<file path="src/rtl/apb_reg_slave.sv">
// APB completer with a NUM_REGS x 32-bit register bank and FSM-counted wait states.
// Optional macro APB_SLV_ERR_EN: invalid-address transfers complete with slverr=1.
module apb_reg_slave #(
    parameter logic [2:0] SLAVE_ID    = 3'd1,
    parameter int         NUM_REGS    = 16,
    parameter int         WAIT_CYCLES = 2
) (
    input  logic        clk,
    input  logic        rst,
    input  logic [2:0]  sel_port,
    input  logic        en,
    input  logic        wr_out,
    input  logic [11:0] addr_out,
    input  logic [31:0] data_out,
    output logic        ready,
    output logic [31:0] rdata,
    output logic        slverr
);

    localparam int         IDX_W = $clog2(NUM_REGS);
    localparam logic [8:0] LIMIT = 9'(NUM_REGS * 4);
`ifdef APB_SLV_ERR_EN
    localparam bit ERR_EN = 1'b1;
`else
    localparam bit ERR_EN = 1'b0;
`endif

    typedef enum logic [1:0] {IDLE, WAIT, DONE} state_t;

    state_t             state, state_next;
    logic [3:0]         cnt, cnt_next;
    logic               ready_next;
    logic [31:0]        rdata_next;
    logic               err_q, err_next;
    logic               capture, commit;
    logic               cap_wr;
    logic [7:0]         cap_off;
    logic [31:0]        cap_data;
    logic               selected;
    logic               addr_bad;
    logic [IDX_W-1:0]   idx;
    logic [31:0]        regs [NUM_REGS];
    logic               unused_addr_hi;

    assign selected       = (sel_port == SLAVE_ID);
    assign idx            = cap_off[IDX_W+1:2];
    assign addr_bad       = ({1'b0, cap_off} >= LIMIT) || (cap_off[1:0] != 2'b00);
    assign unused_addr_hi = ^addr_out[11:8];
    assign slverr         = ERR_EN ? err_q : 1'b0;

    // Losing select or enable in WAIT/DONE abandons the transfer without touching the bank.
    always_comb begin
        state_next = state;
        cnt_next   = cnt;
        ready_next = ready;
        rdata_next = rdata;
        err_next   = err_q;
        capture    = 1'b0;
        commit     = 1'b0;
        unique case (state)
            IDLE: begin
                if (selected && !en) begin
                    capture    = 1'b1;
                    cnt_next   = 4'(WAIT_CYCLES);
                    state_next = WAIT;
                end
            end
            WAIT: begin
                if (!(selected && en)) begin
                    state_next = IDLE;
                    ready_next = 1'b0;
                end else if (cnt != 4'd0) begin
                    cnt_next = cnt - 4'd1;
                end else begin
                    state_next = DONE;
                    ready_next = 1'b1;
                    rdata_next = (!cap_wr && !addr_bad) ? regs[idx] : 32'd0;
                    err_next   = ERR_EN && addr_bad;
                end
            end
            DONE: begin
                commit     = selected && en && cap_wr && !addr_bad;
                state_next = IDLE;
                ready_next = 1'b0;
                rdata_next = 32'd0;
                err_next   = 1'b0;
            end
            default: begin
                state_next = IDLE;
                ready_next = 1'b0;
                rdata_next = 32'd0;
                err_next   = 1'b0;
            end
        endcase
    end

    always_ff @(posedge clk or posedge rst) begin
        if (rst) begin
            state <= IDLE;
            cnt   <= 4'd0;
            ready <= 1'b0;
            rdata <= 32'd0;
            err_q <= 1'b0;
        end else begin
            state <= state_next;
            cnt   <= cnt_next;
            ready <= ready_next;
            rdata <= rdata_next;
            err_q <= err_next;
        end
    end

    // Setup-phase request is latched so the access phase may not rely on the bus holding it.
    always_ff @(posedge clk or posedge rst) begin
        if (rst) begin
            cap_wr   <= 1'b0;
            cap_off  <= 8'd0;
            cap_data <= 32'd0;
        end else if (capture) begin
            cap_wr   <= wr_out;
            cap_off  <= addr_out[7:0];
            cap_data <= data_out;
        end
    end

    always_ff @(posedge clk or posedge rst) begin
        if (rst) begin
            for (int i = 0; i < NUM_REGS; i++) regs[i] <= 32'd0;
        end else if (commit) begin
            regs[idx] <= cap_data;
        end
    end

endmodule

</file>
<file path="config.mk">
export PLATFORM = sky130hd
export DESIGN_NAME = apb_reg_slave
export DESIGN_NICKNAME = d
export VERILOG_FILES = /design/src/rtl/apb_reg_slave.sv
export SDC_FILE = /design/constraint.sdc
export NUM_CORES = 1
export LEC_CHECK = 0
export BUFFER_PORTS_ARGS = -buffer_cell sky130_fd_sc_hd__buf_2
export CAP_MARGIN = 20
export CORE_ASPECT_RATIO = 1.5
export CORE_MARGIN = 2
export CORE_UTILIZATION = 55
export DETAILED_ROUTE_END_ITERATION = 10
export PLACE_DENSITY = 0.84
export SLEW_MARGIN = 20
export SYNTH_ARGS = -nofsm -noshare
export SYNTH_HDL_FRONTEND = slang
export SYNTH_SLANG_ARGS = --single-unit
</file>
<file path="constraint.sdc">
create_clock -name clk -period 18.84 [get_ports clk]
set_input_delay 2.826 -clock clk [delete_from_list [all_inputs] [get_ports clk]]
set_output_delay 2.826 -clock clk [all_outputs]
set_load 0.02 [all_outputs]
</file>
## After elaboration in Yosys (flattened, before gate mapping)

Index checks and enable logic that the tools add are counted.

| word-level totals | value |
|---|---|
| word-level logic and storage cells | 79 |
| input bits | 51 |
| flip-flop bits (word level) | 592 |
| output and inout bits | 34 |

| cells by class | value |
|---|---|
| bitwise gates (word level) | 2 |
| muxes and demuxes | 24 |
| reductions and logical operators | 18 |
| $add $sub $neg | 1 |
| magnitude comparators | 3 |
| equality and inequality tests | 8 |

Operators by type and width:

| cell | count |
|---|---|
| $bwmux W512 | 1 |
| $mux W32 | 6 |
| $bmux W32 S4 | 1 |
| $demux W32 S4 | 1 |
| $pmux W32 S2 | 1 |
| $mux W4 | 3 |
| $ge A8 B7 Y1 const B | 1 |
| $ne A2 B2 Y1 const B | 4 |
| $pmux W4 S2 | 1 |
| $logic_and A1 B1 Y1 | 6 |
| $mux W2 | 3 |
| $ge A5 B5 Y1 const B | 1 |
| $lt A5 B1 Y1 const B | 1 |
| $mux W1 | 5 |
| $not A4 Y5 | 1 |
| $pmux W2 S2 | 1 |
| $reduce_and A2 Y1 | 2 |
| $reduce_and A4 Y1 | 1 |
| $reduce_bool A2 Y1 | 2 |
| $reduce_bool A4 Y1 | 1 |
| $sub A4 B1 Y4 const B | 1 |
| $eq A3 B1 Y1 const B | 1 |
| $logic_not A1 Y1 | 3 |
| $ne A3 B3 Y1 const B | 1 |
| 7 further kinds | 7 |

## Logic depth before layout (Yosys ltp)

| logic depth | value |
|---|---|
| depth in word-level cells | 8 |
| mapped depth | 8 |
| gate-level depth less buffers | 6 |

## Least setup slack after synthesis

Ideal clock, no wire load.

| timing path | value |
|---|---|
| path type | input -> register |
| start | input port sel_port[1] |
| end | register regs[147] (netlist name) |
| path buffers | 3 |
| arrival | 4.457 ns |
| setup slack | 14.259 ns |
| required time | 18.715 ns |
| stages on the path | 7 |
| setup time | 0.125 ns |
| cell sequence | nand4bb_1 clkbuf_1 nor4_2 and3_1 clkbuf_2 buf_4 mux2_2 |

| on the way | value |
|---|---|
| word-level cells in the longest chain between the ends | 5 |

Ends and longest elaborated chain:

| item | RTL line | text |
|---|---|---|
| start, declared | 10 | `input logic [2:0] sel_port,` |
| $eq A3 B1 Y1 | 45 | `assign selected = (sel_port == SLAVE_ID);` |
| $logic_and A1 B1 Y1 (3 in a row) | 82 | `commit = selected && en && cap_wr && !addr_bad;` |
| $mux W1 | 60 | `unique case (state)` |
| end signal, assigned by index | 130 | `regs[idx] <= cap_data;` |
| end, declared | 42 | `logic [31:0] regs [NUM_REGS];` |

Every way passes these cells.
A chain may end at the register's enable or synchronous reset.

## Worst setup path in the final report

| timing path | value |
|---|---|
| start | input port sel_port[1] |
| end | register regs[268] (netlist name) |

The elaborated chain is that of the path after synthesis.

==> qor.yml <==
synth:
  synthTopCellsByArea: "dfrtp_1 57%, mux2_2 23%, mux4_2 11%, mux2_1 2.5%, mux2i_1 1.2%"
  synthTopCellsByCount: "592 x dfrtp_1, 529 x mux2_2, 128 x mux4_2, 57 x buf_2, 57 x mux2_1"
  synth_seq_cells: 592
  syn_inst: 1605
  synth_top_area_cell: "dfrtp_1"
  syn_nets: 1658
  synth-edff-count: 0
  synth.most_common_cell: "dfrtp_1"
  avgSynthCellArea_um2: 16.3
  ys_warn_count: 0
  synth_area_um2: 26100
  synthDistinctLibCells: 40
  synth_ff_type: "dfrtp_1"
  async_flop_share: 1.00
  yosysTopAreaCellShare: 0.567
  ys_seq_area_frac: 0.567
job:
  cap_viol_max_count: 0
cells_and_area:
  utilization: 0.613
  diodes: 0
  drive_gt1_frac: 0.527
  final_nets: 1684
  final_cell_area_um2: 28700
  syn_to_final_growth_pct: 10.0
sta:
  hold_viol: 0
  finalSetupViolCount: 0
  fmax_ghz: 0.192
  tightest_slew_ns: 0.978
  maxSlewViolCount: 0
  setup_tns_ns: 0
  clock_skew_ns: 0.0284
  fin_crit_ns: 5.21
  fin_hold_ws_ns: 0.483
  rsz0062_at_grt: "false"
  finalCritPeriodShare: 0.276
  maxSlewHeadroom: 0.348
status:
  status: "finished clean"
clock_tree:
  cts_made_buffers: 53
  cts.path.max_buffers: 3
  cts_root_buf: "clkbuf_16"
  htreeDepth: 2
  hold_buffers: 0
  post_cts_buffers: 0
  cts_tree: "done"
  postCtsResizedCells: 0
  clk_latency_ns: 0.58
  cts_num_sinks: 592
  clkTransAtPathRegs_ns: 0.06
critical_path:
  cp_slowest_cell: "and3_2"
  crit_path_end_kind: "flip-flop"
  crit_chain: "buf_2 -> nand4bb_1 -> nor4_4 -> and3_2 -> buf_4 -> mux2_1"
  arrival_ns: 5.67
  cp.required_ns: 19.30
  reg2reg_slack_ns: 15.11
  timing.rr.start: "cap_off[4]"
  critPathKind: "in -> reg"
  setup.worst_path.start: "sel_port[1]"
  max_stage_delay_ns: 0.64
  startpoint_type: "input pin"
  path_max_fanout: 17
detailed_routing:
  avgRoutedWirePerCell_um: 24.8
  num_vias: 14076
  drc: 0
  dr.first_iter.drc_count: 866
  drtAntennaViolNets: 0
  first_pass_iters: 5
  drt-vias-per-instance: 6.23
  routed_wl_mm: 56.1
die:
  core_um2: 46800
  die_width_um: 182
  die_height_um: 271
  io_pins: 85
  start_util: 0.557
  dieArea_um2: 49300
  row_count: 97
global_route:
  gr-total-overflow: 0
  grt_pass1_vias: 15198
  grt_pass1_wl_mm: 88.5
  antenna_found_initial: 0
  gr-usage-all-layers: 0.235
  grt_max_degree: 209
placement:
  port_buffers: 79
  dpl_cell_area_um2: 26900
  dp_hpwl_mm: 30.1
  gp_congestion: 0.734
worst_hold_path:
  hold_class: "reg -> reg"
  min-delay-start: "regs[259]"
power_and_ir_drop:
  fin_total_pwr_mw: 2.89
  peakVddDrop_v: 0.000110
  powerDensity_nw_per_um2: 101
  cellLeakagePower_nw: 14.2
-- area by class of cell --
type                    instances  area (µm²)
clock inverters                17         150
repair buffers                108         703
well taps                     594         743
fillers                      3370       18100
flip-flops and latches        592       14800
inverters                       4        18.8
clock buffers                  74        1590
multi-input cells             872       10700
-- critical path, delay by kind of cell --
family	cells	cell delay [ns]
simple gates	3	1.87
mux	1	0.38
buf+inv	2	0.57
-- placed cells by master (no fill, tap or decap), types with 4 or more instances in the layout --
| master | instances |
|---|---|
| clkinv_2 | 10 |
| buf_2 | 79 |
| mux2i_1 | 32 |
| nor2_1 | 5 |
| and3_2 | 4 |
| clkbuf_16 | 55 |
| clkinvlp_4 | 4 |
| a22oi_1 | 33 |
| buf_12 | 4 |
| o21ai_0 | 33 |
| mux4_2 | 128 |
| dfrtp_1 | 589 |
| clkbuf_8 | 14 |
| nand2_2 | 13 |
| mux2_1 | 57 |
| mux2_2 | 529 |
| buf_4 | 23 |
| clkbuf_1 | 5 |
-- where the power goes --
group,total (mW),switching [mW],internal (mW)
clock,1.07,0.460,0.612
sequential,1.49,0.181,1.31
combinational,0.326,0.167,0.159
-- metrics by stage --
step	instances	worst slack (ns)
after floorplan	1605	7.94
after global placement	2168	13.13
after detailed placement	2168	13.04
after CTS	2259	13.64
after global routing	2261	13.56
final	2261	13.63
-- per-layer routing --
layer,share of wire,vias to the layer above,global-route usage
li1,-,6014,-
met1,0.42,7596,0.319
met2,0.51,368,0.396
met3,0.047,98,0.0320
met4,0.026,0,0.0751
met5,0,-,0
-- kinds of logic (layout without fill, tap and decap cells) --
| logic type | Yosys count | after routing | share of synthesized area |
|---|---|---|---|
| compound gates | 73 | 73 | 0.0178 |
| mux | 746 | 746 | 0.375 |
| flops | 592 | 592 | 0.567 |
| fa+ha+maj | 2 | 2 | 0.000958 |
| simple gates | 50 | 50 | 0.0130 |
| other cells | 1 | 1 | 0.000144 |
| buf+inv | 141 | 203 | 0.0251 |
-- final timing paths --
path                            cells past startpoint          end
worst max-delay path                                6    regs[268]
worst min-delay path                                1    regs[259]
worst max register to register                      6    regs[268]
worst min register to register                      1    regs[259]
max in group asynchronous                           6    regs[489]
min in group asynchronous                           2  cap_data[1]
-- sequential cells by signal, summed over array words and instances (netlist names) --
register and flops:
cap_data 32, cap_off 8, cap_wr 1, cnt 4
rdata 32, ready 1, regs 512, state 2
(Power assumes the default switching activity.)
